## src/rtl/matmul_host_sequencer.sv

```systemverilog
// Host-side sequencer for the 16x16 matmul top: streams A/B rows into BRAM,
// runs the multiply, then returns C rows through a credit-guarded output FIFO.
module matmul_host_sequencer #(
   parameter int A_WORDS      = 16,
   parameter int B_WORDS      = 16,
   parameter int C_WORDS      = 8,
   parameter int WR_ADDR_LEAD = 2,
   parameter int RD_LATENCY   = 6,
   parameter int FIFO_DEPTH   = 8
) (
   input  logic         clk,
   input  logic         reset_n,
   input  logic         go,
   output logic         busy,
   input  logic         in_valid,
   output logic         in_ready,
   input  logic [127:0] in_data,
   output logic         out_valid,
   input  logic         out_ready,
   output logic [127:0] out_data,
   output logic [127:0] data_pi,
   output logic [6:0]   addr_pi,
   output logic         we_a,
   output logic         we_b,
   output logic         we_c,
   output logic         enable_writing_to_mem,
   output logic         enable_reading_from_mem,
   output logic         start_mat_mul_0,
   input  logic         done_mat_mul,
   input  logic [127:0] data_from_out_mat
);

   localparam int AW  = 7;
   localparam int FCW = (WR_ADDR_LEAD > 1) ? $clog2(WR_ADDR_LEAD) : 1;
   localparam int PW  = (FIFO_DEPTH > 1) ? $clog2(FIFO_DEPTH) : 1;
   localparam int CW  = $clog2(FIFO_DEPTH + 1);
   localparam int IW  = $clog2(RD_LATENCY + 1);

   typedef enum logic [2:0] {
      S_IDLE,
      S_LOAD_A,
      S_LOAD_B,
      S_LOAD_FLUSH,
      S_COMPUTE,
      S_READ,
      S_DRAIN
   } state_t;

   state_t                  state_q, state_d;
   logic [AW-1:0]           wc_q, wc_d;
   logic [AW-1:0]           rc_q, rc_d;
   logic [AW-1:0]           addr_q, addr_d;
   logic [FCW-1:0]          fc_q, fc_d;

   logic [127:0]            dl_data_q [WR_ADDR_LEAD];
   logic [127:0]            dl_data_d [WR_ADDR_LEAD];
   logic [WR_ADDR_LEAD-1:0] dl_vld_q, dl_vld_d;
   logic [WR_ADDR_LEAD-1:0] dl_isb_q, dl_isb_d;

   logic [RD_LATENCY-1:0]   infl_q, infl_d;
   logic [IW-1:0]           infl_cnt;
   logic                    infl_tail_busy;
   logic                    credit_ok;

   logic [127:0]            fifo_mem_q [FIFO_DEPTH];
   logic [PW-1:0]           wr_ptr_q, wr_ptr_d;
   logic [PW-1:0]           rd_ptr_q, rd_ptr_d;
   logic [CW-1:0]           cnt_q, cnt_d;
   logic                    fifo_push, fifo_pop;

   logic                    wr_push, wr_isb, rd_issue;

   // ---------------- main sequencer ----------------
   always_comb begin
      state_d                 = state_q;
      wc_d                    = wc_q;
      rc_d                    = rc_q;
      fc_d                    = fc_q;
      busy                    = 1'b1;
      in_ready                = 1'b0;
      enable_writing_to_mem   = 1'b0;
      enable_reading_from_mem = 1'b0;
      start_mat_mul_0         = 1'b0;
      we_c                    = 1'b0;
      addr_pi                 = '0;
      wr_push                 = 1'b0;
      wr_isb                  = 1'b0;
      rd_issue                = 1'b0;

      case (state_q)
         S_IDLE: begin
            busy = 1'b0;
            if (go) begin
               state_d = S_LOAD_A;
               wc_d    = '0;
            end
         end
         S_LOAD_A, S_LOAD_B: begin
            enable_writing_to_mem = 1'b1;
            in_ready              = 1'b1;
            addr_pi               = addr_q;
            if (in_valid) begin
               addr_pi = wc_q;
               wr_push = 1'b1;
               wr_isb  = (state_q == S_LOAD_B);
               if (state_q == S_LOAD_A) begin
                  if (wc_q == AW'(A_WORDS - 1)) begin
                     wc_d    = '0;
                     state_d = S_LOAD_B;
                  end else begin
                     wc_d = wc_q + AW'(1);
                  end
               end else if (wc_q == AW'(B_WORDS - 1)) begin
                  wc_d    = '0;
                  fc_d    = '0;
                  state_d = S_LOAD_FLUSH;
               end else begin
                  wc_d = wc_q + AW'(1);
               end
            end
         end
         S_LOAD_FLUSH: begin
            // Hold the write port until the last delayed word has been written.
            enable_writing_to_mem = 1'b1;
            addr_pi               = addr_q;
            if (fc_q == FCW'(WR_ADDR_LEAD - 1)) begin
               state_d = S_COMPUTE;
            end else begin
               fc_d = fc_q + FCW'(1);
            end
         end
         S_COMPUTE: begin
            start_mat_mul_0 = 1'b1;
            we_c            = 1'b1;
            if (done_mat_mul) begin
               state_d = S_READ;
               rc_d    = '0;
            end
         end
         S_READ: begin
            enable_reading_from_mem = 1'b1;
            addr_pi                 = addr_q;
            if (credit_ok) begin
               rd_issue = 1'b1;
               addr_pi  = rc_q;
               if (rc_q == AW'(C_WORDS - 1)) begin
                  state_d = S_DRAIN;
               end else begin
                  rc_d = rc_q + AW'(1);
               end
            end
         end
         S_DRAIN: begin
            enable_reading_from_mem = 1'b1;
            addr_pi                 = addr_q;
            if (!infl_tail_busy && cnt_d == '0) begin
               state_d = S_IDLE;
            end
         end
         default: begin
            state_d = S_IDLE;
         end
      endcase

      addr_d = addr_pi;
   end

   // ---------------- write delay line ----------------
   always_comb begin
      dl_data_d[0] = wr_push ? in_data : '0;
      dl_vld_d[0]  = wr_push;
      dl_isb_d[0]  = wr_isb;
      for (int i = 1; i < WR_ADDR_LEAD; i++) begin
         dl_data_d[i] = dl_data_q[i-1];
         dl_vld_d[i]  = dl_vld_q[i-1];
         dl_isb_d[i]  = dl_isb_q[i-1];
      end
   end

   assign we_a    = enable_writing_to_mem & dl_vld_q[WR_ADDR_LEAD-1] & ~dl_isb_q[WR_ADDR_LEAD-1];
   assign we_b    = enable_writing_to_mem & dl_vld_q[WR_ADDR_LEAD-1] &  dl_isb_q[WR_ADDR_LEAD-1];
   assign data_pi = (enable_writing_to_mem && dl_vld_q[WR_ADDR_LEAD-1]) ?
                    dl_data_q[WR_ADDR_LEAD-1] : '0;

   // ---------------- read credit tracking ----------------
   always_comb begin
      infl_cnt       = '0;
      infl_tail_busy = 1'b0;
      for (int i = 0; i < RD_LATENCY; i++) begin
         infl_cnt = infl_cnt + IW'(infl_q[i]);
         if (i < RD_LATENCY - 1) begin
            infl_tail_busy = infl_tail_busy | infl_q[i];
         end
      end
      // A pop in this cycle is not credited back yet; that keeps the rule conservative.
      credit_ok = (int'(infl_cnt) + int'(cnt_q)) < FIFO_DEPTH;
   end

   always_comb begin
      infl_d[0] = rd_issue;
      for (int i = 1; i < RD_LATENCY; i++) begin
         infl_d[i] = infl_q[i-1];
      end
   end

   // ---------------- output FIFO ----------------
   always_comb begin
      fifo_push = infl_q[RD_LATENCY-1];
      fifo_pop  = (cnt_q != '0) && out_ready;
      wr_ptr_d  = wr_ptr_q;
      rd_ptr_d  = rd_ptr_q;
      cnt_d     = cnt_q;
      if (fifo_push) begin
         wr_ptr_d = (wr_ptr_q == PW'(FIFO_DEPTH - 1)) ? '0 : wr_ptr_q + PW'(1);
      end
      if (fifo_pop) begin
         rd_ptr_d = (rd_ptr_q == PW'(FIFO_DEPTH - 1)) ? '0 : rd_ptr_q + PW'(1);
      end
      if (fifo_push && !fifo_pop) begin
         cnt_d = cnt_q + CW'(1);
      end else if (!fifo_push && fifo_pop) begin
         cnt_d = cnt_q - CW'(1);
      end
   end

   assign out_valid = (cnt_q != '0);
   assign out_data  = out_valid ? fifo_mem_q[rd_ptr_q] : '0;

   // ---------------- registers ----------------
   always_ff @(posedge clk or negedge reset_n) begin
      if (!reset_n) begin
         state_q  <= S_IDLE;
         wc_q     <= '0;
         rc_q     <= '0;
         addr_q   <= '0;
         fc_q     <= '0;
         dl_vld_q <= '0;
         dl_isb_q <= '0;
         infl_q   <= '0;
         wr_ptr_q <= '0;
         rd_ptr_q <= '0;
         cnt_q    <= '0;
         for (int i = 0; i < WR_ADDR_LEAD; i++) begin
            dl_data_q[i] <= '0;
         end
      end else begin
         state_q  <= state_d;
         wc_q     <= wc_d;
         rc_q     <= rc_d;
         addr_q   <= addr_d;
         fc_q     <= fc_d;
         dl_vld_q <= dl_vld_d;
         dl_isb_q <= dl_isb_d;
         infl_q   <= infl_d;
         wr_ptr_q <= wr_ptr_d;
         rd_ptr_q <= rd_ptr_d;
         cnt_q    <= cnt_d;
         for (int i = 0; i < WR_ADDR_LEAD; i++) begin
            dl_data_q[i] <= dl_data_d[i];
         end
      end
   end

   // Storage needs no reset: an empty FIFO never exposes it and out_data is gated.
   always_ff @(posedge clk) begin
      if (fifo_push) begin
         fifo_mem_q[wr_ptr_q] <= data_from_out_mat;
      end
   end

endmodule

```

## config.mk

```make
export PLATFORM = sky130hd
export DESIGN_NAME = matmul_host_sequencer
export DESIGN_NICKNAME = d
export VERILOG_FILES = /design/src/rtl/matmul_host_sequencer.sv
export SDC_FILE = /design/constraint.sdc
export NUM_CORES = 1
export LEC_CHECK = 0
export ABC_CLOCK_PERIOD_IN_PS = 30500
export BUFFER_PORTS_ARGS = -buffer_cell sky130_fd_sc_hd__buf_2
export CAP_MARGIN = 20
export CORE_MARGIN = 5
export CORE_UTILIZATION = 63
export CTS_CLUSTER_DIAMETER = 100
export DETAILED_ROUTE_END_ITERATION = 12
export PLACE_DENSITY = 0.85
export SLEW_MARGIN = 20
export SYNTH_ARGS = -nofsm -noshare
export SYNTH_HDL_FRONTEND = slang
export SYNTH_SLANG_ARGS = --single-unit
```

## constraint.sdc

```tcl
create_clock -name clk -period 30.5 [get_ports clk]
set_input_delay 6.1 -clock clk [delete_from_list [all_inputs] [get_ports clk]]
set_output_delay 6.1 -clock clk [all_outputs]
set_load 0.01 [all_outputs]
```

==> summary.md <==
| Metric | Value |
|---|---|
| Status | `completed` |
| Dominant register cell in the synthesized netlist | `edfxtp_1` |
| Initial DRT Pass Iterations | `5` |
| CTS tree | `yes` |
| Final setup viols | `0` |
| PortBufs | `533` |
| Hold Path Class | `flip-flop to flip-flop` |
| Clock insertion delay at the later pin of the skew report | `0.71 ns` |
| Starting Density | `63.63%` |
| Hold path startpoint | `dl_data_d[59]$_DFF_PN0_` |
| Met2 routed WL | `61560 um` |
| Via-to-Cell Ratio | `6.163` |
| CP Capture Type | `primary output` |
| Worst Setup Start Kind | `primary input` |
| CP arrival | `7.89 ns` |
| Clk slew on worst S/H paths | `0.06 ns` |
| Peak VDD IR | `0.07582 mV` |
| Yosys warnings | `0` |
| Hold worst-path end | `dl_data_q[59]$_DFF_PN0_` |
| Die width | `289.9 um` |
| Share of layout cells above drive strength 1 | `33.56%` |
| CTS buffer count | `132` |
| Register area share after synthesis | `77.54%` |
| Worst-path fanout max | `99` |
| Avg Inst Size Synth | `20.25 sq um` |
| Rows | `102` |
| Worst r2r src | `cnt_q[0]$_DFF_PN0_` |
| Drt initial violations | `2649` |
| ANT nets after route | `0` |
| Longest Clk Path Bufs | `3` |
| Worst rel slew slack | `12.42%` |
| Non-filler cells, final | `4167` |
| Vias | `25680` |
| Mapped Area | `49370 sq um` |
| GRT Overall Usage | `28.02%` |
| Vias in the first global route | `27460` |
| H-tree Lvls | `4` |
| Final period util | `45.86%` |
| WHS Path Cells | `0` |
| Gpl congestion | `0.8854` |
| GRT Residual Overflow | `0` |
| Fin crit period | `13.99 ns` |
| Detailed Route WL | `117800 um` |
| EDFF count, synth | `1024` |
| Reg-to-reg setup timing slack | `25.96 ns` |
| Netlist cell types | `59` |
| Placed Instances | `3904` |
| CTS root buffer | `clkbuf_16` |
| RSZ-0062 raised after global routing | `no` |
| R2R depth | `11` |
| Fmax | `71.49 MHz` |
| Hold Vio Cnt, Final | `0` |
| First-pass GRT wire length | `176800 um` |
| DR WL met3 | `9725 um` |
| Hpwl dp | `63930 um` |
| Yosys reg bits | `1325` |
| Most frequent cells in the layout | `1024 x edfxtp_1, 532 x buf_2, 297 x dfrtp_1` |
| Final Max Slew Viols | `0` |
| Post-Syn Nets | `2715` |
| Highest routed layer | `met5` |
| Largest net degree at the start of global routing | `131` |
| Synth Instances | `2438` |
| CTS Hold Bufs | `0` |
| Nets@finish | `3276` |
| Die area | `84060 sq um` |
| Die H | `289.9 um` |
| # clock sinks | `1325` |
| Reg2reg end | `state_q[1]$_DFFE_PN0P_` |
| Core Footprint | `77590 sq um` |
| Critical path class | `primary input to primary output` |
| Setup Buffers After CTS | `0` |
| Slew @ Worst Pin | `1.314 ns` |
| Clk_skew | `0.02792 ns` |
| DRC Markers | `0` |
| Async S/R FF share, synth | `22.72%` |
| Wire length per cell | `28.28 um` |
| Max-cap violations | `0` |
| Wl on met1 | `41950 um` |
| Setup TNS | `0 ns` |
| Hold Slack | `0.3439 ns` |
| Pleak | `22.23 nW` |
| Cell Pwr Density | `89.14 nW/um^2` |
| Post-cts resize count | `0` |
| Worst path required time | `24.40 ns` |
| Initial antenna violation count | `47` |
| IO Count | `534` |
| Leading cell type in the layout, fill and taps excluded | `edfxtp_1` |
| Worst setup path start | `in_valid` |
| P&R area growth vs syn | `16.44%` |
-- per-layer routing --
layer	up-vias	track usage, %
met3	270	6.860
met1	13330	36.02
met4	28	11.67
met5	-	0
met2	1324	46.76
li1	10730	-
-- through the flow --
stage	worst slack, ns	total power [mW]	utilization [%]	area [sq um]
6_report	16.51	5.124	74.09	57490
5_1_grt	16.33	5.345	74.08	57480
4_1_cts	16.51	5.161	73.95	57380
3_5_place_dp	16.51	3.569	68.51	53160
3_3_place_gp	16.61	3.524	68.51	53160
2_1_floorplan	17.44	3.100	-	49370
-- registers in the layout (all words and copies together), names as in the netlist --
signal / flops
addr_q: 7
cnt_q: 4
dl_data_d: 128
dl_data_q: 128
dl_isb_q: 2
dl_vld_q: 2
fc_q: 1
fifo_mem_q: 1024
infl_q: 6
rc_q: 7
rd_ptr_q: 3
state_q: 3
wc_q: 7
wr_ptr_q: 3
-- layout make-up --
class                      count  area, sq um
sequential                  1325        38290
fill                        4186        20110
multi-input combinational    957        10520
clock buffer                 170         3611
timing repair buffer         567         3023
tap                         1040         1301
clock inverter                64        606.8
antenna                       28        70.07
inverter                      16        60.06
-- how the worst max path moves through the flow --
stage | to | slack [ns] | cells after the start
floorplan | addr_pi[5] | 17.44 | 5
global placement | addr_pi[5] | 16.61 | 6
detailed placement | addr_pi[5] | 16.51 | 6
CTS | addr_pi[5] | 16.51 | 6
global route | addr_pi[4] | 16.33 | 6
finish | addr_pi[5] | 16.51 | 6
-- where the power goes --
| group | internal (mW) | leakage, nW | switching [mW] |
|---|---|---|---|
| clock network | 0.888 | 2.05 | 0.674 |
| logic | 0.591 | 6.88 | 0.776 |
| registers | 2.08 | 13.3 | 0.111 |
-- synthesized netlist by cell type (6+ instances only) --
cell	count	area share [%]
nand3_1	8	0.081
and2_1	131	1.7
mux4_2	256	12
o31ai_1	6	0.091
clkbuf_1	94	0.71
o21ai_0	14	0.14
buf_2	24	0.24
edfxtp_1	1024	62
a221o_1	6	0.12
nor2_1	148	1.1
inv_1	14	0.11
mux2i_1	128	2.6
a21oi_1	10	0.10
buf_1	18	0.14
ha_1	13	0.33
dfrtp_1	301	15
nand2_1	22	0.17
and3_1	135	1.7
-- logic make-up after synthesis --
kind of cell | synth area share (%)
DFF | 77.54
and+or+nand+nor | 5.289
muxes | 14.39
buffers and inverters | 1.300
AOI/OAI and AO/OA | 0.9833
adders and majority gates | 0.4106
xor gates and xnor gates | 0.08870
-- worst max-delay path, cell delays in order --
cell and delay [ns]:
buf_2 0.12, and3_4 0.41, buf_4 0.67, a22o_1 0.28, a21o_1 0.13, buf_2 0.15
Note: power is estimated with default switching activity, not from simulation.
